==> src/rtl/sprite_line_selector.sv <==
// Sprite line selector: scans N_SPR attribute entries from highest to lowest index
// and captures up to K_SLOTS active sprites as {tag, attr} slots.
module sprite_line_selector #(
  parameter int N_SPR   = 32,
  parameter int K_SLOTS = 4,
  parameter int ATTR_W  = 18,
  parameter int IDX_W   = $clog2(N_SPR),
  parameter int TAG_W   = $clog2(N_SPR + 1),
  parameter int SLOT_W  = TAG_W + ATTR_W,
  parameter int CNT_W   = $clog2(K_SLOTS + 1)
) (
  input  logic                       clk,
  input  logic                       rst_n,
  input  logic                       start,
  output logic                       busy,
  output logic                       done,
  output logic                       rd_en,
  output logic [IDX_W-1:0]           rd_addr,
  input  logic [ATTR_W-1:0]          rd_data,
  output logic [K_SLOTS*SLOT_W-1:0]  slot_data,
  output logic [CNT_W-1:0]           slot_cnt,
  output logic                       overflow
);

  typedef enum logic [1:0] {
    S_IDLE,
    S_SCAN,
    S_DRAIN,
    S_DONE
  } state_t;

  state_t                      r_state;
  state_t                      w_next;
  logic [IDX_W-1:0]            r_idx;
  logic [IDX_W-1:0]            r_pend_idx;
  logic                        r_pend;
  logic [K_SLOTS*SLOT_W-1:0]   r_slot_data;
  logic [CNT_W-1:0]            r_cnt;
  logic                        r_ovf;

  logic                        w_rd_en;
  logic                        w_eval;
  logic                        w_active;
  logic                        w_full;
  logic                        w_ovf_hit;
  logic                        w_accept;
  logic [TAG_W-1:0]            w_tag;

  // Read data returned this cycle belongs to the index issued last cycle; it only
  // counts while the scan is still live (SCAN or DRAIN), so an in-flight read
  // after early termination is dropped.
  assign w_eval    = r_pend && ((r_state == S_SCAN) || (r_state == S_DRAIN));
  assign w_active  = (rd_data != '0);
  assign w_full    = (r_cnt == CNT_W'(K_SLOTS));
  assign w_ovf_hit = w_eval && w_active && w_full;
  assign w_accept  = (r_state == S_IDLE) && start;
  assign w_tag     = TAG_W'(N_SPR) - TAG_W'(r_pend_idx);

  always_ff @(posedge clk or negedge rst_n) begin
    if (!rst_n) begin
      r_state <= S_IDLE;
    end else begin
      r_state <= w_next;
    end
  end

  always_comb begin
    w_next  = r_state;
    w_rd_en = 1'b0;
    busy    = 1'b0;
    done    = 1'b0;
    unique case (r_state)
      S_IDLE: begin
        if (start) w_next = S_SCAN;
      end
      S_SCAN: begin
        busy    = 1'b1;
        w_rd_en = 1'b1;
        if (w_ovf_hit)          w_next = S_DONE;
        else if (r_idx == '0)   w_next = S_DRAIN;
      end
      S_DRAIN: begin
        busy   = 1'b1;
        w_next = S_DONE;
      end
      S_DONE: begin
        done   = 1'b1;
        w_next = S_IDLE;
      end
      default: w_next = S_IDLE;
    endcase
  end

  always_ff @(posedge clk or negedge rst_n) begin
    if (!rst_n) begin
      r_idx       <= '0;
      r_pend_idx  <= '0;
      r_pend      <= 1'b0;
      r_slot_data <= '0;
      r_cnt       <= '0;
      r_ovf       <= 1'b0;
    end else begin
      r_pend     <= w_rd_en;
      r_pend_idx <= r_idx;
      if (w_accept) begin
        r_idx       <= IDX_W'(N_SPR - 1);
        r_slot_data <= '0;
        r_cnt       <= '0;
        r_ovf       <= 1'b0;
      end else begin
        if (r_state == S_SCAN) r_idx <= r_idx - IDX_W'(1);
        if (w_eval && w_active) begin
          if (w_full) begin
            r_ovf <= 1'b1;
          end else begin
            for (int unsigned k = 0; k < K_SLOTS; k++) begin
              if (r_cnt == CNT_W'(k)) r_slot_data[k*SLOT_W +: SLOT_W] <= {w_tag, rd_data};
            end
            r_cnt <= r_cnt + CNT_W'(1);
          end
        end
      end
    end
  end

  assign rd_en     = w_rd_en;
  assign rd_addr   = w_rd_en ? r_idx : '0;
  assign slot_data = r_slot_data;
  assign slot_cnt  = r_cnt;
  assign overflow  = r_ovf;

endmodule

==> config.mk <==
export PLATFORM = sky130hd
export DESIGN_NAME = sprite_line_selector
export DESIGN_NICKNAME = d
export VERILOG_FILES = /design/src/rtl/sprite_line_selector.sv
export SDC_FILE = /design/constraint.sdc
export NUM_CORES = 1
export LEC_CHECK = 0
export CELL_PAD_IN_SITES_DETAIL_PLACEMENT = 2
export CELL_PAD_IN_SITES_GLOBAL_PLACEMENT = 2
export CORE_MARGIN = 5
export CORE_UTILIZATION = 32
export DETAILED_ROUTE_END_ITERATION = 10
export PLACE_DENSITY = 0.95
export SYNTH_ARGS = -nofsm -noshare
export SYNTH_HDL_FRONTEND = slang
export SYNTH_SLANG_ARGS = --single-unit
==> constraint.sdc <==
create_clock -name clk -period 4.85 [get_ports clk]
set_input_delay 0.7275 -clock clk [delete_from_list [all_inputs] [get_ports clk]]
set_output_delay 0.7275 -clock clk [all_outputs]
set_load 0.03 [all_outputs]
# After elaboration in Yosys (flattened, before gate mapping)
# Index checks and enable logic that the tools add are counted.
dict set report totals {
  regBits 113
  output_inout_bits 108
  input_bits 21
  wordCells 70
}
dict set report classes {
  n_addsub 3
  n_reduce_logical 24
  n_mux 23
  eq_ne 10
}
# cell count
set ops {}
lappend ops {{$mux W96} 3}
lappend ops {{$mux W24} 4}
lappend ops {{$reduce_bool A18 Y1} 1}
lappend ops {{$mux W5} 3}
lappend ops {{$reduce_bool A2 Y1} 7}
lappend ops {{$reduce_and A3 Y1} 4}
lappend ops {{$mux W3} 3}
lappend ops {{$pmux W2 S4} 1}
lappend ops {{$eq A3 B2 Y1 const B} 2}
lappend ops {{$mux W1} 6}
lappend ops {{$mux W2} 3}
lappend ops {{$reduce_and A2 Y1} 3}
lappend ops {{$sub A6 B5 Y6 const A} 1}
lappend ops {{$logic_not A5 Y1} 1}
lappend ops {{$sub A5 B1 Y5 const B} 1}
lappend ops {{$eq A2 B2 Y1 const B} 2}
lappend ops {{$logic_and A1 B1 Y1} 4}
lappend ops {{$add A3 B1 Y3 const B} 1}
lappend ops {{$eq A3 B1 Y1 const B} 1}
lappend ops {{$eq A3 B3 Y1 const B} 1}
lappend ops {{$logic_not A3 Y1} 1}
lappend ops {{$ne A3 B2 Y1 const B} 1}
lappend ops {{$eq A2 B1 Y1 const B} 1}
lappend ops {{$logic_not A2 Y1} 1}
lappend ops {{4 further kinds} 4}

# Logic depth before layout (Yosys ltp)
# Gate-level depths: netlist of run 1.
dict set report logic_depth {
  ltp_word 7
  depth_mapped 9
  depth_no_buf 7
}

# Worst setup path after synthesis of run 1
# Ideal clock, no wire load.
dict set report synth_path {
  path_kind {register to output}
  start {register r_state[1]}
  end {output port rd_addr[0]}
  path_slack_ns 2.663
  arrival_time_ns 1.460
  required_time_ns 4.123
  path_buffers 1
  path_stages_with_launch 5
  cell_sequence {dfrtp_1 > inv_1 > ha_1 > clkbuf_1 > and2_1}
}
dict set report synth_between {
  elab_chain_cells 3
}
# element line
set synth_lines {}
lappend synth_lines {{start: declaration} 32} ;# state_t r_state;
lappend synth_lines {{start signal: assignment} 63} ;# r_state <= w_next;
lappend synth_lines {{$eq A2 B1 Y1} 72} ;# unique case (r_state)
lappend synth_lines {{$mux W1} 72}
lappend synth_lines {{net rd_en} 17} ;# output logic rd_en,
lappend synth_lines {{$mux W5} 127} ;# assign rd_addr = w_rd_en ? r_idx : '0;
lappend synth_lines {{end: declaration} 18} ;# output logic [IDX_W-1:0] rd_addr,
# The timed path passes the listed nets, and every way through them passes these cells.

# Worst setup path in the final report of run 1
dict set report layout_path {
  start {input port rd_data[4]}
  end {register r_slot_data[19], in the netlist slot_data[19]}
}
dict set report layout_between {
  elab_chain_cells 4
}
# element line
set layout_lines {}
lappend layout_lines {{start: declaration} 19} ;# input logic [ATTR_W-1:0] rd_data,
lappend layout_lines {{$reduce_bool A18 Y1} 53} ;# assign w_active = (rd_data != '0);
lappend layout_lines {{$logic_and A1 B1 Y1} 112} ;# if (w_eval && w_active) begin
lappend layout_lines {{$reduce_bool A2 Y1 (no line)} n/a}
lappend layout_lines {{$reduce_and A3 Y1 (no line)} n/a}
lappend layout_lines {{end signal: indexed assignment} 117} ;# if (r_cnt == CNT_W'(k)) r_slot_data[k*SLOT_W +: SLOT_W] <= {w_tag, rd_data};
lappend layout_lines {{end: declaration} 37} ;# logic [K_SLOTS*SLOT_W-1:0] r_slot_data;
# No other way between the ends.
# A chain may end at the register's enable or synchronous reset.

==> results of run 1 <==
==> layout by cell type, fill, tap and decap left out, types with 4 or more instances in the layout <==
master           instances
dfrtp_1                113
o21ai_0                 82
clkinvlp_4               4
nand2_1                 33
and2_1                   6
nor2_1                  10
a21oi_1                  4
inv_1                   13
xnor2_1                  5
clkdlybuf4s50_1        127
clkbuf_16               17
ha_1                    12
buf_4                    6
nand3_1                 99
o21ai_1                 19
bufinv_16                4
==> registers in the layout, indices dropped and copies added (netlist names) <==
name,cells
overflow,1
r_state,2
slot_data,96
r_pend,1
r_pend_idx,5
r_idx,5
slot_cnt,3
==> critical path, delay by kind of cell <==
family / cells / cell delay, ps
AND/OR/NAND/NOR: 3 / 1320
buffers and inverters: 1 / 440
AO/OA/AOI/OAI: 2 / 1260
==> path summary, 6_finish.rpt <==
| kind | start | endpoint | slack (ps) | cells past startpoint |
|---|---|---|---|---|
| worst max register to register | r_state[0] | slot_data[21] | 2110 | 7 |
| max in group asynchronous | rst_n | slot_data[82] | 3270 | 2 |
| min in group clk | r_idx[0] | r_pend_idx[0] | 490 | 0 |
| worst max-delay path | rd_data[4] | slot_data[19] | 1390 | 6 |
| worst min register to register | r_idx[0] | r_pend_idx[0] | 490 | 0 |
| worst min-delay path | rst_n | slot_data[60] | 470 | 1 |
==> metrics by stage <==
stage	worst slack [ps]	std cells	power, W
6_report	1389	769	0.004804
3_5_place_dp	1061	738	0.003468
5_1_grt	1260	769	0.005024
2_1_floorplan	2663	457	0.002559
4_1_cts	1427	769	0.004844
3_3_place_gp	1404	738	0.003345
==> routing by layer <==
metal  vias to the layer above  track usage [%]
li1                       1839                -
met1                      2126            25.56
met2                       106            35.46
met3                        20            5.229
met4                         0            5.886
met5                         -                0
==> synthesized netlist by cell type, drive strengths merged (2+ instances only) <==
library cell    n
ha             12
nor2           10
nor3            3
dfrtp         113
clkbuf         18
xnor2           5
nand3          99
a21oi           4
nand2          34
and2            6
nor4            3
o41ai           2
buf            18
inv            13
o211ai          4
o21ai         101
==> cell families after synthesis <==
logic type / Yosys count / synth area share [%]
AOI/OAI and AO/OA: 116 / 13.62
muxes: 1 / 0.2367
xor gates and xnor gates: 6 / 1.105
DFF: 113 / 59.44
buffers and inverters: 49 / 6.102
adders and majority gates: 12 / 3.156
and+or+nand+nor: 160 / 16.33
==> final cells by class <==
cell class | instances | area [um^2]
Clock buffer | 22 | 474.2
Fill cell | 1486 | 7809
Sequential cell | 113 | 2828
Clock inverter | 9 | 155.1
Tap cell | 184 | 230.2
Multi-Input combinational cell | 295 | 1673
Inverter | 13 | 48.80
Timing Repair Buffer | 133 | 1316
==> power breakdown <==
group / internal, W / total, W / switching [W]
combinational: 0.000717 / 0.00202 / 0.00131
clock: 0.000896 / 0.00133 / 0.000434
sequential: 0.00123 / 0.00145 / 0.000223
==> metrics.md, run 1 <==
| Metric | Value |
|---|---|
| Status | complete, no violations |
| Setup bufs post-CTS | 0 |
| Fin crit share | about 70% |
| Met1 WL | 7529 um |
| Cell taking the most area after synthesis | dfrtp_1 |
| Pre-antenna DRT Iters | 4 |
| Crit Path Max Fanout | 48 |
| Clk_lat worst skew | 410 ps |
| Count of unique library cells instantiated by Yosys | 33 |
| Rows | 44 |
| Vias/cell | around 5.3 |
| CP Class | in -> reg |
| Finish-stage setup viols | 0 |
| Clk slew on worst S/H paths | 50 ps |
| Routed WL per cell | 23.10 um |
| Hold Path Class | in -> async |
| Metal2 WL | about 9000 um |
| Die width | 131.9 um |
| Setup TNS | 0 ps |
| #FFs+latches synth | 113 |
| Max-slew violation count | 0 |
| ANT nets after route | 0 |
| Met3 WL | between 700 and 800 um |
| IR drop worst, VDD | 0.0002833 V |
| Post-Syn Nets | 490 |
| CTS tree | built |
| Yosys warns | 0 |
| Initial core utilization | 32.73% |
| CP Launch Type | input port |
| Ranking of synthesized cells by area | dfrtp_1 59%, nand3_1 10%, o21ai_0 8.6%, ha_1 3.2%, buf_6 3.1% |
| Grt total ovfl | 0 |
| CP endpoint kind | flop |
| Worst slew pin tran | between 1000 and 1500 ps |
| Power Dens Cells | 714.3 mW/mm^2 |
| Post-synth EDFFs | 0 |
| Root Driver | clkbuf_16 |
| Area delta synth->final | 41.37% |
| Starting DRT DRC Count | 190 |
| Number of global-route vias before repair | roughly 4700 |
| Top-area cell type share of the netlist area | between 50% and 60% |
| Post-route core utilization | about 46% |
| Antenna diodes | 0 |
| Port bufs | ~130 |
| DR DRC count | 0 |
| Routability Congestion | 0.8121 |
| Relative slew slack | between 10% and 20% |
| Post-Syn Area | 0.004757 mm^2 |
| MaxCap Viol Count | 0 |
| Clock sink count | 113 |
| Layout cells sized above 1 | 7.350% |
| CP Cell Sequence | clkdlybuf4s50_1 -> nor4_1 -> nand4_2 -> o211ai_4 -> nand3_1 -> o21ai_0 |
| Worst EP required | 5150 ps |
| CTS resizes | 0 |
| Max incr delay on CP | about 1100 ps |
| Routed via count | 4091 |
| Synth Flop Type | dfrtp_1 |
| Initial antenna violation count | 0 |
| Routed Wire Length | around 18000 um |
| Lkg Pwr | about 2.9 nW |
| Slowest CP cell | o211ai_4 |
| Clock buffer count from CTS | 17 |
| Final Skew | 11.32 ps |
| Chip height | ~130 um |
| First-pass GRT wire length | 28110 um |
| Core ar. | 0.01453 mm^2 |
| Die area | 0.01740 mm^2 |
| RSZ-0062 raised after global routing | false |
| Tmin final | 3461 ps |
| Critical Path AT | roughly 3800 ps |
| Top layer in use | met4 |
| Sequential share of the synthesized area | 59.44% |
| Fmax achieved | 288.9 MHz |
| Max H-tree Level | 4 |
| Area after DPL | about 0.0061 mm^2 |
| Cells after Synth | around 460 |
| Syn_area_per_cell | 10.41 um^2 |
| Bufs on Longest Clock Path | 2 |
| Hold-fix buffers, CTS | 0 |
| Final Hold Fails | 0 |
| Pin count of the biggest net entering global routing | between 70 and 80 |
| Net count, final | approximately 610 |
| GRT Util Overall | 20.58% |
| IO Pins | about 130 |
| Fin area | just under 0.007 mm^2 |
| WHS | 469.9 ps |
| Final HPWL DP | ~12000 um |
| Share of async-settable or async-resettable flops after synthesis | 100.0% |
(Power assumes the default switching activity.)
==> run 2: changes to the inputs <==
--- a/config.mk
+++ b/config.mk
@@ -8,9 +8,9 @@
 export CELL_PAD_IN_SITES_DETAIL_PLACEMENT = 2
 export CELL_PAD_IN_SITES_GLOBAL_PLACEMENT = 2
 export CORE_MARGIN = 5
-export CORE_UTILIZATION = 32
+export CORE_UTILIZATION = 30
 export DETAILED_ROUTE_END_ITERATION = 10
-export PLACE_DENSITY = 0.95
+export PLACE_DENSITY = 0.92
 export SYNTH_ARGS = -nofsm -noshare
 export SYNTH_HDL_FRONTEND = slang
 export SYNTH_SLANG_ARGS = --single-unit
==> constraint.sdc (replaced) <==
create_clock -name clk -period 3.4 [get_ports clk]
set_input_delay 0.51 -clock clk [delete_from_list [all_inputs] [get_ports clk]]
set_output_delay 0.51 -clock clk [all_outputs]
set_load 0.03 [all_outputs]
==> run 2 against run 1 <==
Compared with the run above: clock skew decreased by 4.7 ps; critical endpoint is now rd_addr[0]; largest power group unchanged; highest routed layer unchanged; register-to-register slack got worse by 1100 ps; non-clock buffer count increased by 9; final area increased by 0.95%; total power increased by 40%; combinational power increased by 45%; global-route usage decreased by 0.21 points; critical path type is now reg -> out; worst setup slack got worse by 780 ps.
==> metrics.md, run 2 (synthesis results as in run 1) <==
| Metric | Value |
|---|---|
| Status | complete, no violations (unchanged) |
| Starting DRT DRC Count | 146 (was 190) |
| Critical Path AT | 2280 ps (was 3760 ps) |
| Relative slew slack | 48.48% (was 16.80%) |
| Area delta synth->final | 42.71% (was 41.37%) |
| Filler cells | 1614 (was 1486) |
| Final Hold Fails | 0 (unchanged) |
| Initial core utilization | 30.28% (was 32.73%) |
| Hold-fix buffers, CTS | 0 (unchanged) |
| Rows | 46 (was 44) |
| Net count, final | 615 (was 606) |
| Core ar. | 0.01571 mm^2 (was 0.01453 mm^2) |
| Clock share of power | 25.9% (was 27.7%) |
| Port bufs | 128 (unchanged) |
| IO Pins | 129 (unchanged) |
| DR DRC count | 0 (unchanged) |
| Antenna diodes | 0 (unchanged) |
| CTS resizes | 0 (unchanged) |
| Grt total ovfl | 0 (unchanged) |
| Max reg flops | 96 (unchanged) |
| Fin crit share | between 80% and 90% |
| Routed WL per cell | 22.43 um (was 23.10 um) |
| RSZ-0062 raised after global routing | false (unchanged) |
| CP bufs+invs | 2 (was 1) |
| CP Cell Sequence | inv_1 -> ha_1 -> and2_1 -> clkdlybuf4s50_1 (was clkdlybuf4s50_1 -> nor4_1 -> nand4_2 -> o211ai_4 -> nand3_1 -> o21ai_0) |
| Number of global-route vias before repair | 4786 (was 4658) |
| ANT nets after route | 0 (unchanged) |
| Routability Congestion | 0.7791 (was 0.8121) |
| Pin count of the biggest net entering global routing | 57 (was 78) |
| MaxCap Viol Count | 0 (unchanged) |
| Reg power frac | 30.6% (was 30.2%) |
| Routed via count | 4087 (was 4091) |
| Worst slew pin tran | 762.8 ps (was 1242 ps) |
| Tmin final | roughly 2800 ps |
| Initial antenna violation count | 0 (unchanged) |
| Clk slew on worst S/H paths | 60 ps (was 50 ps) |
| Sw Share | 41.99% (was 40.87%) |
| Power Dens Cells | 992.8 mW/mm^2 (was 714.3 mW/mm^2) |
| Max-slew violation count | 0 (unchanged) |
| Clock buffer count from CTS | 17 (unchanged) |
| Lkg Pwr | 2.940 nW (was 2.911 nW) |
| Final Skew | 6.626 ps (was 11.32 ps) |
| Die area | 0.01848 mm^2 (was 0.01740 mm^2) |
| Chip height | 135.9 um (was 131.9 um) |
| Hold Path Class | in -> async (unchanged) |
| Crit Path Max Fanout | 14 (was 48) |
| Logic pwr share | 43.5% (was 42.1%) |
| CP endpoint kind | output port (was flop) |
| Clk_lat worst skew | 420 ps (was 410 ps) |
| Layout cells sized above 1 | 8.908% (was 7.350%) |
| Finish-stage setup viols | 0 (unchanged) |
| CP Launch Type | flop (was input port) |
| Pre-antenna DRT Iters | 4 (unchanged) |
| Setup TNS | 0 ps (unchanged) |
| CTS tree | built (unchanged) |
| NetSw | 0.002830 W (was 0.001963 W) |
| Crit-path leading delay family | buffers and inverters (was simple AND/OR/NAND/NOR gates) |
| GRT Util Overall | 20.37% (was 20.58%) |
| Max H-tree Level | 4 (unchanged) |
| Routed Wire Length | 18190 um (was 17770 um) |
| Critical path launch point | r_state[1] (was rd_data[4]) |
| First-pass GRT wire length | 28290 um (was 28110 um) |
| Highest-count cells in the layout ignoring fill and taps | 127 x clkdlybuf4s50_1, 113 x dfrtp_1, 99 x nand3_1 (unchanged) |
| Die width | 135.9 um (was 131.9 um) |
| IR drop worst, VDD | 0.0003970 V (was 0.0002833 V) |
| CP Class | reg -> out (was in -> reg) |
| FF-to-FF Start | r_state[1] (was r_state[0]) |
| Worst EP required | 2890 ps (was 5150 ps) |
| Register area | 0.002828 mm^2 (unchanged) |
| Internal power | 0.003910 W (was 0.002840 W) |
| Fin worst setup slack | 608.5 ps (was 1389 ps) |
| Slowest CP cell | clkdlybuf4s50_1 (was o211ai_4) |
| Setup bufs post-CTS | 0 (unchanged) |
| Commonest non-fill, non-tap cell in the layout | clkdlybuf4s50_1 (unchanged) |
| Root Driver | clkbuf_16 (unchanged) |
| Max incr delay on CP | 680 ps (was 1090 ps) |
| Bufs on Longest Clock Path | 2 (unchanged) |
| Dpl ws | 311.5 ps (was 1061 ps) |
| Final HPWL DP | 12710 um (was 12230 um) |
| Clock sink count | 113 (unchanged) |
| Vias/cell | 5.039 (was 5.320) |
| Multi-input gate area | 0.001673 mm^2 (unchanged) |
| Fmax achieved | 358.2 MHz |
-- run 2: layout make-up --
cell class / count / share of cell area (%)
clock buffer: 21 / 6.782
timing repair buffer: 142 / 20.57
sequential: 113 / 41.65
inverter: 13 / 0.7188
tap: 216 / 3.981
multi-input combinational: 295 / 24.64
clock inverter: 11 / 1.659
-- run 2: final timing paths --
kind / slack (ps) / cells after the start / end
setup / recovery: 610 / 4 / rd_addr[0]
hold / removal: 170 / 1 / slot_data[83]
setup reg to reg: 970 / 7 / slot_data[28]
hold reg to reg: 480 / 0 / r_pend_idx[4]
max in group asynchronous: 2270 / 2 / slot_data[49]
min in group clk: 480 / 0 / r_pend_idx[4]
-- run 2: worst register-to-register path, stage by stage, from the launching register on --
cell	delay [ps]
dfrtp_1	400
inv_1	110
ha_1	380
nand2_1	160
nor2_1	480
o211ai_4	150
buf_4	260
o21ai_0	350
-- run 2: per-layer routing --
layer | share of wire [%] | track usage (%) | vias to the layer above
li1 | - | - | 1858
met1 | 40 | 23.32 | 2114
met2 | 53 | 36.95 | 94
met3 | 5.2 | 5.848 | 21
met4 | 1.4 | 5.879 | 0
met5 | 0 | 0 | -
-- run 2: power by group through the flow --
stage,sequential (W),clock [W],combinational (W)
after floorplan,0.00268,0,0.000975
after global placement,0.00203,0,0.00277
after detailed placement,0.00207,0,0.00292
after CTS,0.00207,0.00178,0.00298
after global routing,0.00211,0.00184,0.00313
final,0.00206,0.00175,0.00293
-- run 2: stage by stage --
step	instances	utilization [%]	hold slack, ps	power, W	area (um^2)
3_5_place_dp	779	39.56	460.1	0.004992	6216
2_1_floorplan	457	-	214.4	0.003651	4757
4_1_cts	811	43.21	184.2	0.006823	6789
3_3_place_gp	779	39.56	460.8	0.004801	6216
5_1_grt	811	43.21	223.5	0.007082	6789
6_report	811	43.21	168.5	0.006740	6789
==> run 3: changes to the inputs <==
--- a/config.mk
+++ b/config.mk
@@ -8,9 +8,9 @@
 export CELL_PAD_IN_SITES_DETAIL_PLACEMENT = 2
 export CELL_PAD_IN_SITES_GLOBAL_PLACEMENT = 2
 export CORE_MARGIN = 5
-export CORE_UTILIZATION = 30
+export CORE_UTILIZATION = 27
 export DETAILED_ROUTE_END_ITERATION = 10
-export PLACE_DENSITY = 0.92
+export PLACE_DENSITY = 0.88
 export SYNTH_ARGS = -nofsm -noshare
 export SYNTH_HDL_FRONTEND = slang
 export SYNTH_SLANG_ARGS = --single-unit
==> constraint.sdc (replaced) <==
create_clock -name clk -period 2.3 [get_ports clk]
set_input_delay 0.345 -clock clk [delete_from_list [all_inputs] [get_ports clk]]
set_output_delay 0.345 -clock clk [all_outputs]
set_load 0.03 [all_outputs]
==> run 3 against run 2 <==
Compared with the run above: wire length is 5.5% lower; hold slack better by 300 ps; clock skew is 3.7 ps higher; sequential cell count stayed put; register-to-register slack worse by 830 ps; worst setup slack worse by 470 ps; sequential share of layout area is 1.5 points lower; sequential power is 47% higher; largest power group unchanged.
==> metrics.md, run 3 (synthesis results as in run 1) <==
| Metric | Value |
|---|---|
| Status | complete, no violations (unchanged) |
| Filler cells | 1820 (was 1614) |
| Crit Path Max Fanout | 5 (was 14) |
| Initial antenna violation count | 0 (unchanged) |
| Met1 usage | 20.51% (was 23.32%) |
| First-pass GRT wire length | 27260 um (was 28290 um) |
| Lkg Pwr | 3.085 nW (was 2.940 nW) |
| Dpl ws | -149.4 ps (was 311.5 ps) |
| Port bufs | 128 (unchanged) |
| Antenna diodes | 0 (unchanged) |
| MaxCap Viol Count | 0 (unchanged) |
| Clock sink count | 113 (unchanged) |
| Number of global-route vias before repair | 4693 (was 4786) |
| CP Launch Type | flop (unchanged) |
| Starting DRT DRC Count | 90 (was 146) |
| Met3 Usage GRT | 4.889% (was 5.848%) |
| Busiest grt layer | met2 (unchanged) |
| Highest-count cells in the layout ignoring fill and taps | 120 x clkdlybuf4s50_1, 113 x dfrtp_1, 99 x nand3_1 (was 127 x clkdlybuf4s50_1, 113 x dfrtp_1, 99 x nand3_1) |
| ANT nets after route | 0 (unchanged) |
| Worst slew pin tran | 585.7 ps (was 762.8 ps) |
| Number of cells on the worst reg-to-reg path | 7 (unchanged) |
| Net count, final | 631 (was 615) |
| DR DRC count | 0 (unchanged) |
| Clk_lat worst skew | 410 ps (was 420 ps) |
| Bufs on Longest Clock Path | 2 (unchanged) |
| Worst EP required | 2590 ps (was 2890 ps) |
| Relative slew slack | 60.95% (was 48.48%) |
| Rows | 48 (was 46) |
| Pre-antenna DRT Iters | 4 (unchanged) |
| Area delta synth->final | 48.13% (was 42.71%) |
| Final HPWL DP | 12400 um (was 12710 um) |
| Critical Path AT | 2460 ps (was 2280 ps) |
| Fin worst setup slack | 135.3 ps (was 608.5 ps) |
| CTS tree | built (unchanged) |
| Routed via count | 4147 (was 4087) |
| Clock buffer count from CTS | 17 (unchanged) |
| Core ar. | 0.01730 mm^2 (was 0.01571 mm^2) |
| CP endpoint kind | flop (was output port) |
| Die area | 0.02037 mm^2 (was 0.01848 mm^2) |
| Area after DPL | 0.006440 mm^2 (was 0.006216 mm^2) |
| IR drop worst, VDD | 0.0005762 V (was 0.0003970 V) |
| CP Class | reg -> reg (was reg -> out) |
| Fin area | 0.007047 mm^2 (was 0.006789 mm^2) |
| Layout cells sized above 1 | 11.62% (was 8.908%) |
| Chip height | 142.7 um (was 135.9 um) |
| Routed Wire Length | 17180 um (was 18190 um) |
| IO Pins | 129 (unchanged) |
| Commonest non-fill, non-tap cell in the layout | clkdlybuf4s50_1 (unchanged) |
| Tmin final | 2165 ps |
| Max-slew violation count | 0 (unchanged) |
| Max reg flops | 96 (unchanged) |
| Initial core utilization | 27.50% (was 30.28%) |
| Fmax achieved | 462.0 MHz |
| Vias/cell | 4.961 (was 5.039) |
| Power Dens Cells | 1426 mW/mm^2 (was 992.8 mW/mm^2) |
| Fin crit share | 94.12% |
| Final Hold Fails | 0 (unchanged) |
| Routability Congestion | 0.7944 (was 0.7791) |
| Hold Path Class | in -> async (unchanged) |
| Clk slew on worst S/H paths | 60 ps (about the same) |
| Routed WL per cell | 20.56 um (was 22.43 um) |
| Die width | 142.7 um (was 135.9 um) |
| Pin count of the biggest net entering global routing | 41 (was 57) |
| Post-route core utilization | 40.74% (was 43.21%) |
| Met2 global-route usage | 30.64% (was 36.95%) |
| GRT Util Overall | 17.31% (was 20.37%) |
| Setup TNS | 0 ps (unchanged) |
| Max H-tree Level | 4 (unchanged) |
| Root Driver | clkbuf_16 (unchanged) |
| Final Skew | 10.32 ps (was 6.626 ps) |
| Grt total ovfl | 0 (unchanged) |
| Finish-stage setup viols | 0 (unchanged) |
| RSZ-0062 raised after global routing | false (unchanged) |
-- run 3: changes by cell type in the layout (fill, tap and decap cells not counted), sizes merged --
cell / change
buf: +15
clkdlybuf4s50: -7
dlygate4sd2: +7
clkbuf: -3
clkinvlp: +3
clkinv: -2
bufinv: +1
dlygate4sd3: +1
inv: +1
-- run 3: through the flow --
stage / hold WS, ps / instances / power, W
floorplan: 49.41 / 457 / 0.005397
global placement: 373.0 / 803 / 0.007256
detailed placement: 391.0 / 803 / 0.007482
CTS: 476.4 / 836 / 0.01019
global route: 511.9 / 836 / 0.01062
finish: 472.9 / 836 / 0.01005
-- run 3: layout make-up --
cell class,count,area [um^2],area share (%)
clock inverter,14,163.9,2.326
inverter,13,48.80,0.6925
tap,225,281.5,3.995
sequential,113,2828,40.13
multi-input combinational,295,1675,23.77
timing repair buffer,158,1610,22.85
clock buffer,18,439.2,6.232
-- run 3: worst paths after layout --
path	startpoint	end	slack, ps
min	rst_n	slot_data[63]	470
max reg2reg	r_state[0]	r_state[1]	140
max in group asynchronous	rst_n	slot_data[36]	1200
max	r_state[0]	r_state[1]	140
min in group clk	r_idx[0]	r_pend_idx[0]	470
min reg2reg	r_idx[0]	r_pend_idx[0]	470
-- run 3: power breakdown --
group          leakage, nW  internal (W)  switching (W)
registers             1.50       0.00259       0.000441
logic                 1.30       0.00161        0.00273
clock network        0.280       0.00172       0.000959
total                 3.08       0.00592        0.00413
-- run 3: repair_timing --
| item | 4_1_cts | 5_1_grt |
|---|---|---|
| endpoints found under the setup margin | 7 | 1 |
| resized for setup | 7 | 1 |
| hold endpoints to repair | 38 | 0 |
| gates cloned | 0 | 0 |
| setup buffers | 0 | 0 |
| hold buffers | 1 | 0 |
-- run 3: worst max-delay path: stages, from the launching register on --
cell	delay, ps
dfrtp_1	420
inv_1	110
ha_1	380
nand2_1	170
nor2_2	260
o21ai_0	180
a21oi_1	190
mux2_2	350
-- run 3: layer usage --
metal	part of all wire, %	vias up
met2	52	92
met5	0	-
met1	42	2145
met3	4.7	14
li1	-	1896
met4	1.2	0
